<file path="config.mk">
export PLATFORM = sky130hd
export DESIGN_NAME = accum_table_wr_seq
export DESIGN_NICKNAME = d
export VERILOG_FILES = /design/src/rtl/accum_table_wr_seq.sv
export SDC_FILE = /design/constraint.sdc
export NUM_CORES = 1
export LEC_CHECK = 0
export ABC_CLOCK_PERIOD_IN_PS = 3750
export CORE_MARGIN = 8
export CORE_UTILIZATION = 30
export CTS_CLUSTER_DIAMETER = 80
export CTS_CLUSTER_SIZE = 30
export DETAILED_ROUTE_END_ITERATION = 8
export GPL_ROUTABILITY_DRIVEN = 1
export PLACE_DENSITY = 0.59
export SKIP_LAST_GASP = 1
export SLEW_MARGIN = 20
export SYNTH_ARGS = -nofsm -noshare
export SYNTH_HDL_FRONTEND = slang
export SYNTH_SLANG_ARGS = --single-unit
</file>
<file path="constraint.sdc">
create_clock -name clk -period 3.75 [get_ports clk]
set_input_delay 0.75 -clock clk [delete_from_list [all_inputs] [get_ports clk]]
set_output_delay 0.75 -clock clk [all_outputs]
set_load 0.01 [all_outputs]
</file>
<file path="src/rtl/accum_table_wr_seq.sv">
// Row-write sequencer: per accepted tile command, waits out the array drain latency and then
// strobes one accumulator-table write per sub-row. Optional stall input under ACCUM_SEQ_STALL_EN.
module accum_table_wr_seq #(
    parameter int unsigned MAX_OUT_ROWS = 128,
    parameter int unsigned MAX_OUT_COLS = 128,
    parameter int unsigned SYS_ARR_ROWS = 16,
    parameter int unsigned SYS_ARR_COLS = 16,
    parameter int unsigned WAIT_W       = 8,
    localparam int unsigned NRS = MAX_OUT_ROWS / SYS_ARR_ROWS,
    localparam int unsigned NCS = MAX_OUT_COLS / SYS_ARR_COLS,
    localparam int unsigned RW  = (NRS > 1) ? $clog2(NRS) : 1,
    localparam int unsigned CW  = (NCS > 1) ? $clog2(NCS) : 1,
    localparam int unsigned SW  = (SYS_ARR_ROWS > 1) ? $clog2(SYS_ARR_ROWS) : 1
) (
    input  logic              clk,
    input  logic              reset,
`ifdef ACCUM_SEQ_STALL_EN
    input  logic              stall,
`endif
    input  logic              cmd_valid,
    output logic              cmd_ready,
    input  logic [RW-1:0]     cmd_submat_row_idx,
    input  logic [CW-1:0]     cmd_submat_col_idx,
    input  logic [WAIT_W-1:0] cmd_wait,
    output logic              wr_en_out,
    output logic [SW-1:0]     sub_row,
    output logic [RW-1:0]     submat_row_idx,
    output logic [CW-1:0]     submat_col_idx,
    output logic              busy,
    output logic              done
);

    typedef enum logic [1:0] {StIdle, StWait, StEmit} state_e;

    localparam logic [SW-1:0]     LastRow = SW'(SYS_ARR_ROWS - 1);
    localparam logic [WAIT_W-1:0] WaitOne = WAIT_W'(1);

    state_e              state_q, state_d;
    logic [WAIT_W-1:0]   wait_q, wait_d;
    logic [SW-1:0]       sub_row_q, sub_row_d;
    logic [RW-1:0]       row_q, row_d;
    logic [CW-1:0]       col_q, col_d;
    logic                wr_en_q, wr_en_d;
    logic                busy_q, busy_d;
    logic                done_q, done_d;
    logic                hold;
    logic                last_row;
    logic                accept;

`ifdef ACCUM_SEQ_STALL_EN
    assign hold = stall && (state_q != StIdle);
`else
    assign hold = 1'b0;
`endif

    assign last_row  = (state_q == StEmit) && (sub_row_q == LastRow);
    assign cmd_ready = !reset && !hold && ((state_q == StIdle) || last_row);
    assign accept    = cmd_valid && cmd_ready;

    always_comb begin
        state_d   = state_q;
        wait_d    = wait_q;
        sub_row_d = sub_row_q;
        row_d     = row_q;
        col_d     = col_q;
        done_d    = 1'b0;

        if (!hold) begin
            unique case (state_q)
                StIdle: ;
                StWait: begin
                    if (wait_q == WaitOne) begin
                        state_d   = StEmit;
                        wait_d    = '0;
                        sub_row_d = '0;
                    end else begin
                        wait_d = wait_q - WaitOne;
                    end
                end
                StEmit: begin
                    if (last_row) begin
                        done_d    = 1'b1;
                        state_d   = StIdle;
                        sub_row_d = '0;
                    end else begin
                        sub_row_d = sub_row_q + 1'b1;
                    end
                end
                default: state_d = StIdle;
            endcase

            // Accept overrides the last-row return to idle for back-to-back tiles.
            if (accept) begin
                row_d     = cmd_submat_row_idx;
                col_d     = cmd_submat_col_idx;
                sub_row_d = '0;
                if (cmd_wait == '0) begin
                    state_d = StEmit;
                    wait_d  = '0;
                end else begin
                    state_d = StWait;
                    wait_d  = cmd_wait;
                end
            end
        end

        wr_en_d = (state_d == StEmit);
        busy_d  = (state_d != StIdle);
    end

    always_ff @(posedge clk) begin
        if (reset) begin
            state_q   <= StIdle;
            wait_q    <= '0;
            sub_row_q <= '0;
            row_q     <= '0;
            col_q     <= '0;
            wr_en_q   <= 1'b0;
            busy_q    <= 1'b0;
            done_q    <= 1'b0;
        end else begin
            state_q   <= state_d;
            wait_q    <= wait_d;
            sub_row_q <= sub_row_d;
            row_q     <= row_d;
            col_q     <= col_d;
            wr_en_q   <= wr_en_d;
            busy_q    <= busy_d;
            done_q    <= done_d;
        end
    end

`ifdef ACCUM_SEQ_STALL_EN
    assign wr_en_out = wr_en_q && !hold;
`else
    assign wr_en_out = wr_en_q;
`endif
    assign sub_row        = sub_row_q;
    assign submat_row_idx = row_q;
    assign submat_col_idx = col_q;
    assign busy           = busy_q;
    assign done           = done_q;

endmodule
</file>
* Word level (Yosys, flattened, before mapping)
Index checks and enable logic that the tools add are counted.
Widths: inputs -> output; s select.
** Storage, ports and cells
- Register bits after elaboration :: 23
- Bits in latches :: 0
- Memory bits (writable) :: 0
- Bits in read-only memories :: 0
- Output and inout port bits :: 14
- Logic and storage cells :: 43
- Memories :: 0
** Operators by class
- Add/sub/neg operators :: 2
- $mul :: 0
- Divide/modulo/power cells :: 0
- $lt $le $gt $ge :: 0
- Eq/ne operators :: 6
- Shift-type cells :: 0
- Muxes and demuxes :: 13
- Bitwise logic cells :: 1
- Reduce and logical (&&, ||, !) cells :: 13
** Operators by type and width (count)
- $mux 8 :: 4
- $eq 8x1->1 const B :: 1
- $logic_not 8->1 :: 1
- $mux 2 :: 4
- $mux 4 :: 2
- $pmux 4 s2 :: 1
- $sub 8x1->8 const B :: 1
- $pmux 2 s3 :: 1
- $reduce_bool 2->1 :: 3
- $add 4x1->4 const B :: 1
- $eq 2x2->1 const B :: 2
- $eq 4x4->1 const B :: 1
- $reduce_or 2->1 :: 2
- $logic_and 1x1->1 :: 3
- $eq 2x1->1 const B :: 1
- $logic_not 2->1 :: 1
- $ne 2x2->1 const B :: 1
- $reduce_and 2->1 :: 1
- $logic_not 1->1 :: 1
- $logic_or 1x1->1 :: 1
- $mux 1 :: 1
- $not 1->1 :: 1

* Logic depth before layout (Yosys ltp)
Gate-level depths: netlist of run 1.
- Depth after elaboration :: 7
- Gate-level depth with buffers :: 6
- Gate-level depth less buffers :: 6

* Least setup slack after synthesis of run 1
OpenSTA, ideal clock, no wires.
- Path kind :: register to output
- From :: register sub_row_q[0] (netlist: sub_row[0])
- To :: output cmd_ready
- Arrival :: 1.229 ns
- Required time :: 3.000 ns
- Setup slack :: 1.771 ns
- Stages on the path, launching flop included :: 5
- Buffers on the path :: 0
- Path through :: dfxtp_1 ha_1 nand3_4 a21oi_1 and2_1
** On the way
- Word-level cells in the longest chain between the ends :: 4
** Ends and longest elaborated chain
- from (decl) :: RTL line 40 : logic [SW-1:0] sub_row_q, sub_row_d;
- from (signal assigned) :: RTL line 124 : sub_row_q <= sub_row_d;
- $eq 4x4->1 :: RTL line 56 : assign last_row = (state_q == StEmit) && (sub_row_q == LastRow);
- $logic_and 1x1->1 :: RTL line 56
- $logic_or 1x1->1 :: RTL line 57 : assign cmd_ready = !reset && !hold && ((state_q == StIdle) || last_row);
- $logic_and 1x1->1 :: RTL line 57
- to (decl) :: RTL line 21 : output logic cmd_ready,
No other way between the ends.

* Final worst setup path of run 1
- From :: input reset
- To :: output cmd_ready
** On the way
- Word-level cells in the longest chain between the ends :: 2
** Ends and longest elaborated chain
- from (decl) :: RTL line 16 : input logic reset,
- $logic_not 1->1 :: RTL line 57
- $logic_and 1x1->1 :: RTL line 57
No other way between the ends.

==> impl_results.md, run 1 <==
* Worst Path Arrival at 2.12 ns
* Layout area overhead at 33.23%
* CTS tree: yes
* F_max at between 0.3 and 0.4 GHz
* Vias in the first global route at ~1.1k
* WS Path Type: in -> out
* Min-Delay Path Class: reg -> reg
* Io pins at 31
* Top cell family by delay on the critical path: buffers and inverters
* Routed wire length at between 3 and 4 mm
* Final Instance Area at between 0.0015 and 0.002 mm²
* Hold Path Depth at 1
* Total of max-cap violations at 0
* Post-Route Setup TNS at 0 ns
* Die footprint at between 0.006 and 0.007 mm²
* Worst slew pin tran at 0.6209 ns
* R2R Path End: wait_q[4]
* VDD IR max at between 0.1 and 0.15 mV
* DR pass1 iterations at 4
* DP Area at 0.001510 mm²
* Routed len/inst at 14.77 µm
* Initial drt markers at between 100 and 150
* Antenna Cells at 0
* Critical hold path startpoint: submat_col_idx[2]
* Leakage at 0.5475 nW
* Final max-slew violation count at 0
* Slowest CP cell: clkdlybuf4s50_1
* Initial antenna violation count at 0
* Register-to-Register Path Depth at 6
* Fraction of layout cells with a size suffix above 1 at 0.05769
* Worst Path Required at 3.00 ns
* Fin. Hold Viols at 0
* Num rows at 22
* Slew HR at 0.5852
* Crit path max fanout at 13
* Crit end category: primary output
* Pwr dens at around 360 mW/mm²
* Syn Area/Cell at 9.265 µm²
* Synth warnings at 0
* Reg-to-reg slack, setup at between 1.5 and 2 ns
* Final HPWL DP at roughly 2.3 mm
* Tcrit/Tclk final at 0.7660
* Async set-reset flop share out of synthesis at 0
* Setup bufs post-CTS at 0
* Via density at between 5 and 6
* Footprint of the multi-input gates at 659.4 µm²
* Post-Synthesis Cells at about 130
* Startpoint class of the critical path: primary input
* Core Box Area at around 0.0037 mm²
* Seq. cell area at between 400 and 500 µm²
* Max clock buf depth at 2
* Cts bufs inserted at 3
* Minimum clock period at 2.872 ns
* ANT nets after route at 0
* Clock-pin slew on the worst setup and hold paths at about 0.08 ns
* Filler cell count at between 300 and 400
* Setup-failing EPs final at 0
* Layout net count at 177
* Largest net degree at the start of global routing at 16
* CTS resizes at 0
* Congestion Overflow GR at 0
* GR Util All Layers at 0.1016
* Die X at between 70 and 80 µm
* Status: completed
* Starting Density at 0.3141
* Port bufs at 30
* Clk root buf: clkbuf_8
* Clk Latency, worst-skew pair at 0.27 ns
* Synth Register Bits at 23
* RePlAce Congestion at roughly 0.79
* Sequential area share after synthesis at 0.3944
* Vias at roughly 1.1k
* H-tree depth at 1
* WHS Endpoint: submat_col_idx[2]
* Syn nets at around 150
* Hold Buf Count CTS at 0
* CTS Sinks at 23
* Residual DRC at 0
* Number of buffers and inverters on the critical path at 4
* Post-Syn Area at between 0.001 and 0.0015 mm²
* Clock Skew at about 0.0061 ns
* First-pass GRT wire length at 5.099 mm
* R2r startpoint: sub_row[0]
* Chip height at 78.38 µm
* Netlist cell types at 41
* Number of synthesized flops with an enable pin at 0
* Most numerous cell on the critical path: clkdlybuf4s50_1
* RSZ-0062 raised after global routing: false
* Worst path max stage delay at 0.47 ns
* Synth Flop Type: dfxtp_1
* Cell Chain, Critical Path: clkdlybuf4s50_1 > buf_4 > inv_1 > and2_1 > clkdlybuf4s50_1
## worst register-to-register path, delay by kind of cell (launching register included)
| kind | cells | cell delay [ns] |
|---|---|---|
| flops | 1 | 0.42 |
| simple gates | 2 | 0.24 |
| fa+ha+maj | 1 | 0.31 |
| compound gates | 2 | 0.73 |
| buf+inv | 1 | 0.26 |
## layer usage
| metal | GRT usage | vias up | share of wire |
|---|---|---|---|
| li1 | - | 540 | - |
| met4 | 0.05556 | 0 | 0.019 |
| met1 | 0.1227 | 487 | 0.46 |
| met3 | 0.02620 | 4 | 0.058 |
| met2 | 0.1607 | 28 | 0.46 |
| met5 | 0 | - | 0 |
## sequential cells by signal (all words and copies together) (netlist names)
signal,cells
submat_row_idx,3
busy,1
sub_row,4
wait_q,8
done,1
state_q,2
wr_en_out,1
submat_col_idx,3
## cell type report
cell class                      count  area share
Inverter                            4    0.009654
Multi-Input combinational cell     93      0.4240
Sequential cell                    23      0.2961
Clock buffer                        4     0.02896
Tap cell                           48     0.03862
Timing Repair Buffer               32      0.2027
## metrics by stage
step	hold slack (ns)	util	worst slack (ns)	cells	total power, W
3_5_place_dp	0.4659	0.4064	0.8831	200	0.0004053
6_report	0.4880	0.4185	0.8777	204	0.0005606
4_1_cts	0.4980	0.4185	0.8753	204	0.0005630
3_3_place_gp	0.4655	0.4064	0.8939	200	0.0004025
5_1_grt	0.5086	0.4185	0.7793	204	0.0005874
2_1_floorplan	0.4892	-	1.771	126	0.0003545
## worst max-delay path by stage
| stage | slack, ns | endpoint | cells after the start | start |
|---|---|---|---|---|
| global placement | 0.89 | cmd_ready | 5 | reset |
| floorplan | 1.77 | cmd_ready | 4 | sub_row[0] |
| detailed placement | 0.88 | cmd_ready | 5 | reset |
| global route | 0.78 | cmd_ready | 5 | sub_row[0] |
| CTS | 0.88 | cmd_ready | 5 | reset |
| finish | 0.88 | cmd_ready | 5 | reset |
## placed cells by master (no fill, tap or decap), types with 4 or more instances in the layout
| cell | n |
|---|---|
| clkdlybuf4s50_1 | 30 |
| dfxtp_1 | 23 |
| nand2_1 | 11 |
| a21oi_1 | 9 |
| a22o_1 | 6 |
| nor2b_1 | 5 |
| nor2_1 | 5 |
| nand3_1 | 5 |
| o21ai_0 | 5 |
| inv_1 | 4 |
| nor3_1 | 4 |
## where the power goes
| group | total (W) | internal [W] | switching [W] |
|---|---|---|---|
| combinational | 0.000120 | 0.0000643 | 0.0000562 |
| sequential | 0.000279 | 0.000260 | 0.0000189 |
| clock | 0.000161 | 0.0000760 | 0.0000850 |
| total | 0.000561 | 0.000401 | 0.000160 |
## Yosys cell counts (3+ instances only)
cell type  instances  area [µm²]
a21oi_1            9       45.04
a22o_1             6       52.55
clkbuf_1           3       11.26
dfxtp_1           23       460.4
ha_1               3       37.54
inv_1              4       15.01
mux2i_1            3       30.03
nand2_1           11       41.29
nand3_1            5       25.02
nor2_1             5       18.77
nor2b_1            5       31.28
nor3_1             4       20.02
o21ai_0            5       25.02
## cells by family after synthesis
group / Yosys count / synth area share
AND/OR/NAND/NOR: 47 / 0.2433
AO/OA/AOI/OAI: 38 / 0.2487
flip-flops: 23 / 0.3944
buffers and inverters: 10 / 0.04072
multiplexers: 3 / 0.02572
adder cells (fa/ha/maj): 3 / 0.03216
XOR/XNOR: 2 / 0.01501
Power figures use the tool's default switching activity.
==> run 2: changes to the inputs <==
--- a/config.mk
+++ b/config.mk
@@ -5,7 +5,7 @@
 export SDC_FILE = /design/constraint.sdc
 export NUM_CORES = 1
 export LEC_CHECK = 0
-export ABC_CLOCK_PERIOD_IN_PS = 3750
+export ABC_CLOCK_PERIOD_IN_PS = 2800
 export CORE_MARGIN = 8
 export CORE_UTILIZATION = 30
 export CTS_CLUSTER_DIAMETER = 80
==> constraint.sdc (replaced) <==
create_clock -name clk -period 2.8 [get_ports clk]
set_input_delay 0.56 -clock clk [delete_from_list [all_inputs] [get_ports clk]]
set_output_delay 0.56 -clock clk [all_outputs]
set_load 0.01 [all_outputs]
==> run 2 against run 1 <==
Total power grew 33%. Global-route usage grew 0.077 points. Clock skew shrank 0.0019 ns. Sequential cell count is the same. Critical endpoint unchanged. Largest cell class unchanged.
==> impl_results.md, run 2 (synthesis gave the netlist of run 1 again) <==
* Fin. Hold Viols at 0
* Num rows at 22
* Port bufs at 30
* Commonest non-fill, non-tap cells in the layout: clkdlybuf4s50_1 (30), dfxtp_1 (23), nand2_1 (11)
* DR pass1 iterations at 4
* H-tree depth at 1
* CTS tree: yes
* Minimum clock period at around 2.6 ns
* Critical hold path startpoint: submat_row_idx[0]
* CTS resizes at 0
* Die footprint at 0.006143 mm²
* Final Non-Filler Cells at between 200 and 250
* Crit path max fanout at 6
* Tcrit/Tclk final at 0.9347
* Via density at 5.260
* Cts bufs inserted at 3
* CTS Sinks at 23
* Congestion Overflow GR at 0
* Antenna Cells at 0
* Vias at approximately 1.1k
* Number of cells on the critical path at 5
* Layout area overhead at 33.33%
* Leakage at about 0.55 nW
* Critical path startpoint: sub_row[0]
* Setup-failing EPs final at 0
* Routed len/inst at 15.07 µm
* Final HPWL DP at 2.351 mm
* ANT nets after route at 0
* Clk root buf: clkbuf_8
* Starting Density at 0.3141
* Most common cell after layout, fill and taps aside: clkdlybuf4s50_1
* Chip height at 78.38 µm
* GR Util All Layers at 0.1023
* Worst Path Required at 2.24 ns
* Residual DRC at 0
* Clock-pin slew on the worst setup and hold paths at around 0.08 ns
* Reg-to-reg slack, setup at 0.84 ns
* Placed insts at 200
* Layout net count at between 150 and 200
* Clk Latency, worst-skew pair at 0.27 ns
* Fraction of layout cells with a size suffix above 1 at 0.06410
* Clock Skew at about 0.0042 ns
* Startpoint class of the critical path: register
* Core Box Area at around 0.0037 mm²
* RePlAce Congestion at ~0.8
* Slowest CP cell: clkdlybuf4s50_1
* Slew HR at 0.6207
* Status: completed
* F_max at ~0.38 GHz
* Largest Register: wait_q
* Worst Path Arrival at 2.06 ns
* First-pass GRT wire length at 5.230 mm
* Largest net degree at the start of global routing at 16
* Top cell family by delay on the critical path: buffers and inverters
* Die X at between 70 and 80 µm
* Min-Delay Path Class: reg -> reg
* Final max-slew violation count at 0
* Post-Place Setup Slack at between 0.4 and 0.5 ns
* Routed wire length at between 3 and 4 mm
* Total of max-cap violations at 0
* Number of buffers and inverters on the critical path at 1
* RSZ-0062 raised after global routing: false
* Final design utilization at 0.4189
* Setup bufs post-CTS at 0
* Post-Route Setup TNS at 0 ns
* Cell Chain, Critical Path: ha_1 > nand3_4 > a21oi_1 > and2_1 > clkdlybuf4s50_1
* Pwr dens at between 400 and 500 mW/mm²
* Io pins at 31
* R2R Path End: wait_q[4]
* Worst slew pin tran at between 0.5 and 0.6 ns
* VDD IR max at roughly 0.23 mV
* Final WS setup at approximately 0.18 ns
* Hold Buf Count CTS at 0
* Register-to-Register Path Depth at 6
* Max clock buf depth at 2
* Crit end category: primary output
* Worst path max stage delay at 0.53 ns
* Max reg flops at 8
* R2r startpoint: sub_row[0]
* CP Capture Point: cmd_ready
* WS Path Type: reg -> out
* Initial antenna violation count at 0
* Vias in the first global route at 1143
* Initial drt markers at roughly 60
==> run 2: area by class of cell <==
cell class	instances	area, µm²
timing repair buffer	32	315.3
sequential	23	460.4
clock buffer	3	41.29
inverter	4	15.01
tap	48	60.06
multi-input combinational	93	659.4
clock inverter	1	5.005
fill	380	2160
==> run 2: routing by layer <==
metal,share of wire,wire length (µm),up-vias,global-route usage
met5,0,0,-,0
met3,0.076,235,4,0.02961
met1,0.43,1335,501,0.1228
li1,-,-,537,-
met2,0.47,1459,31,0.1665
met4,0.014,44,0,0.04259
==> run 2: worst register-to-register path, cell delays in order, from the launching register on <==
cell and delay, ns:
dfxtp_1 0.41, ha_1 0.30, nand3_4 0.13, a2111oi_4 0.55, buf_4 0.27, a222oi_1 0.12, nor2_1 0.12
==> run 2: worst min path at each step <==
stage | to | slack (ns) | cells past startpoint
after floorplan | wait_q[3] | 0.49 | 1
after global placement | submat_col_idx[1] | 0.47 | 1
after detailed placement | submat_row_idx[1] | 0.46 | 1
after CTS | submat_row_idx[0] | 0.50 | 1
after global routing | submat_row_idx[2] | 0.52 | 1
final | submat_row_idx[0] | 0.49 | 1
==> run 2: metrics by stage <==
stage               power [W]  hold WS [ns]  cell area, µm²
floorplan           0.0004748        0.4892            1167
global placement    0.0005395        0.4672            1510
detailed placement  0.0005422        0.4650            1510
CTS                 0.0007478        0.4965            1556
global route        0.0007883        0.5171            1556
finish              0.0007433        0.4888            1556
==> run 2: where the power goes <==
part           switching [W]  leakage [nW]  internal [W]
logic              0.0000751         0.337     0.0000860
clock network       0.000109        0.0255     0.0000994
registers          0.0000254         0.188      0.000348
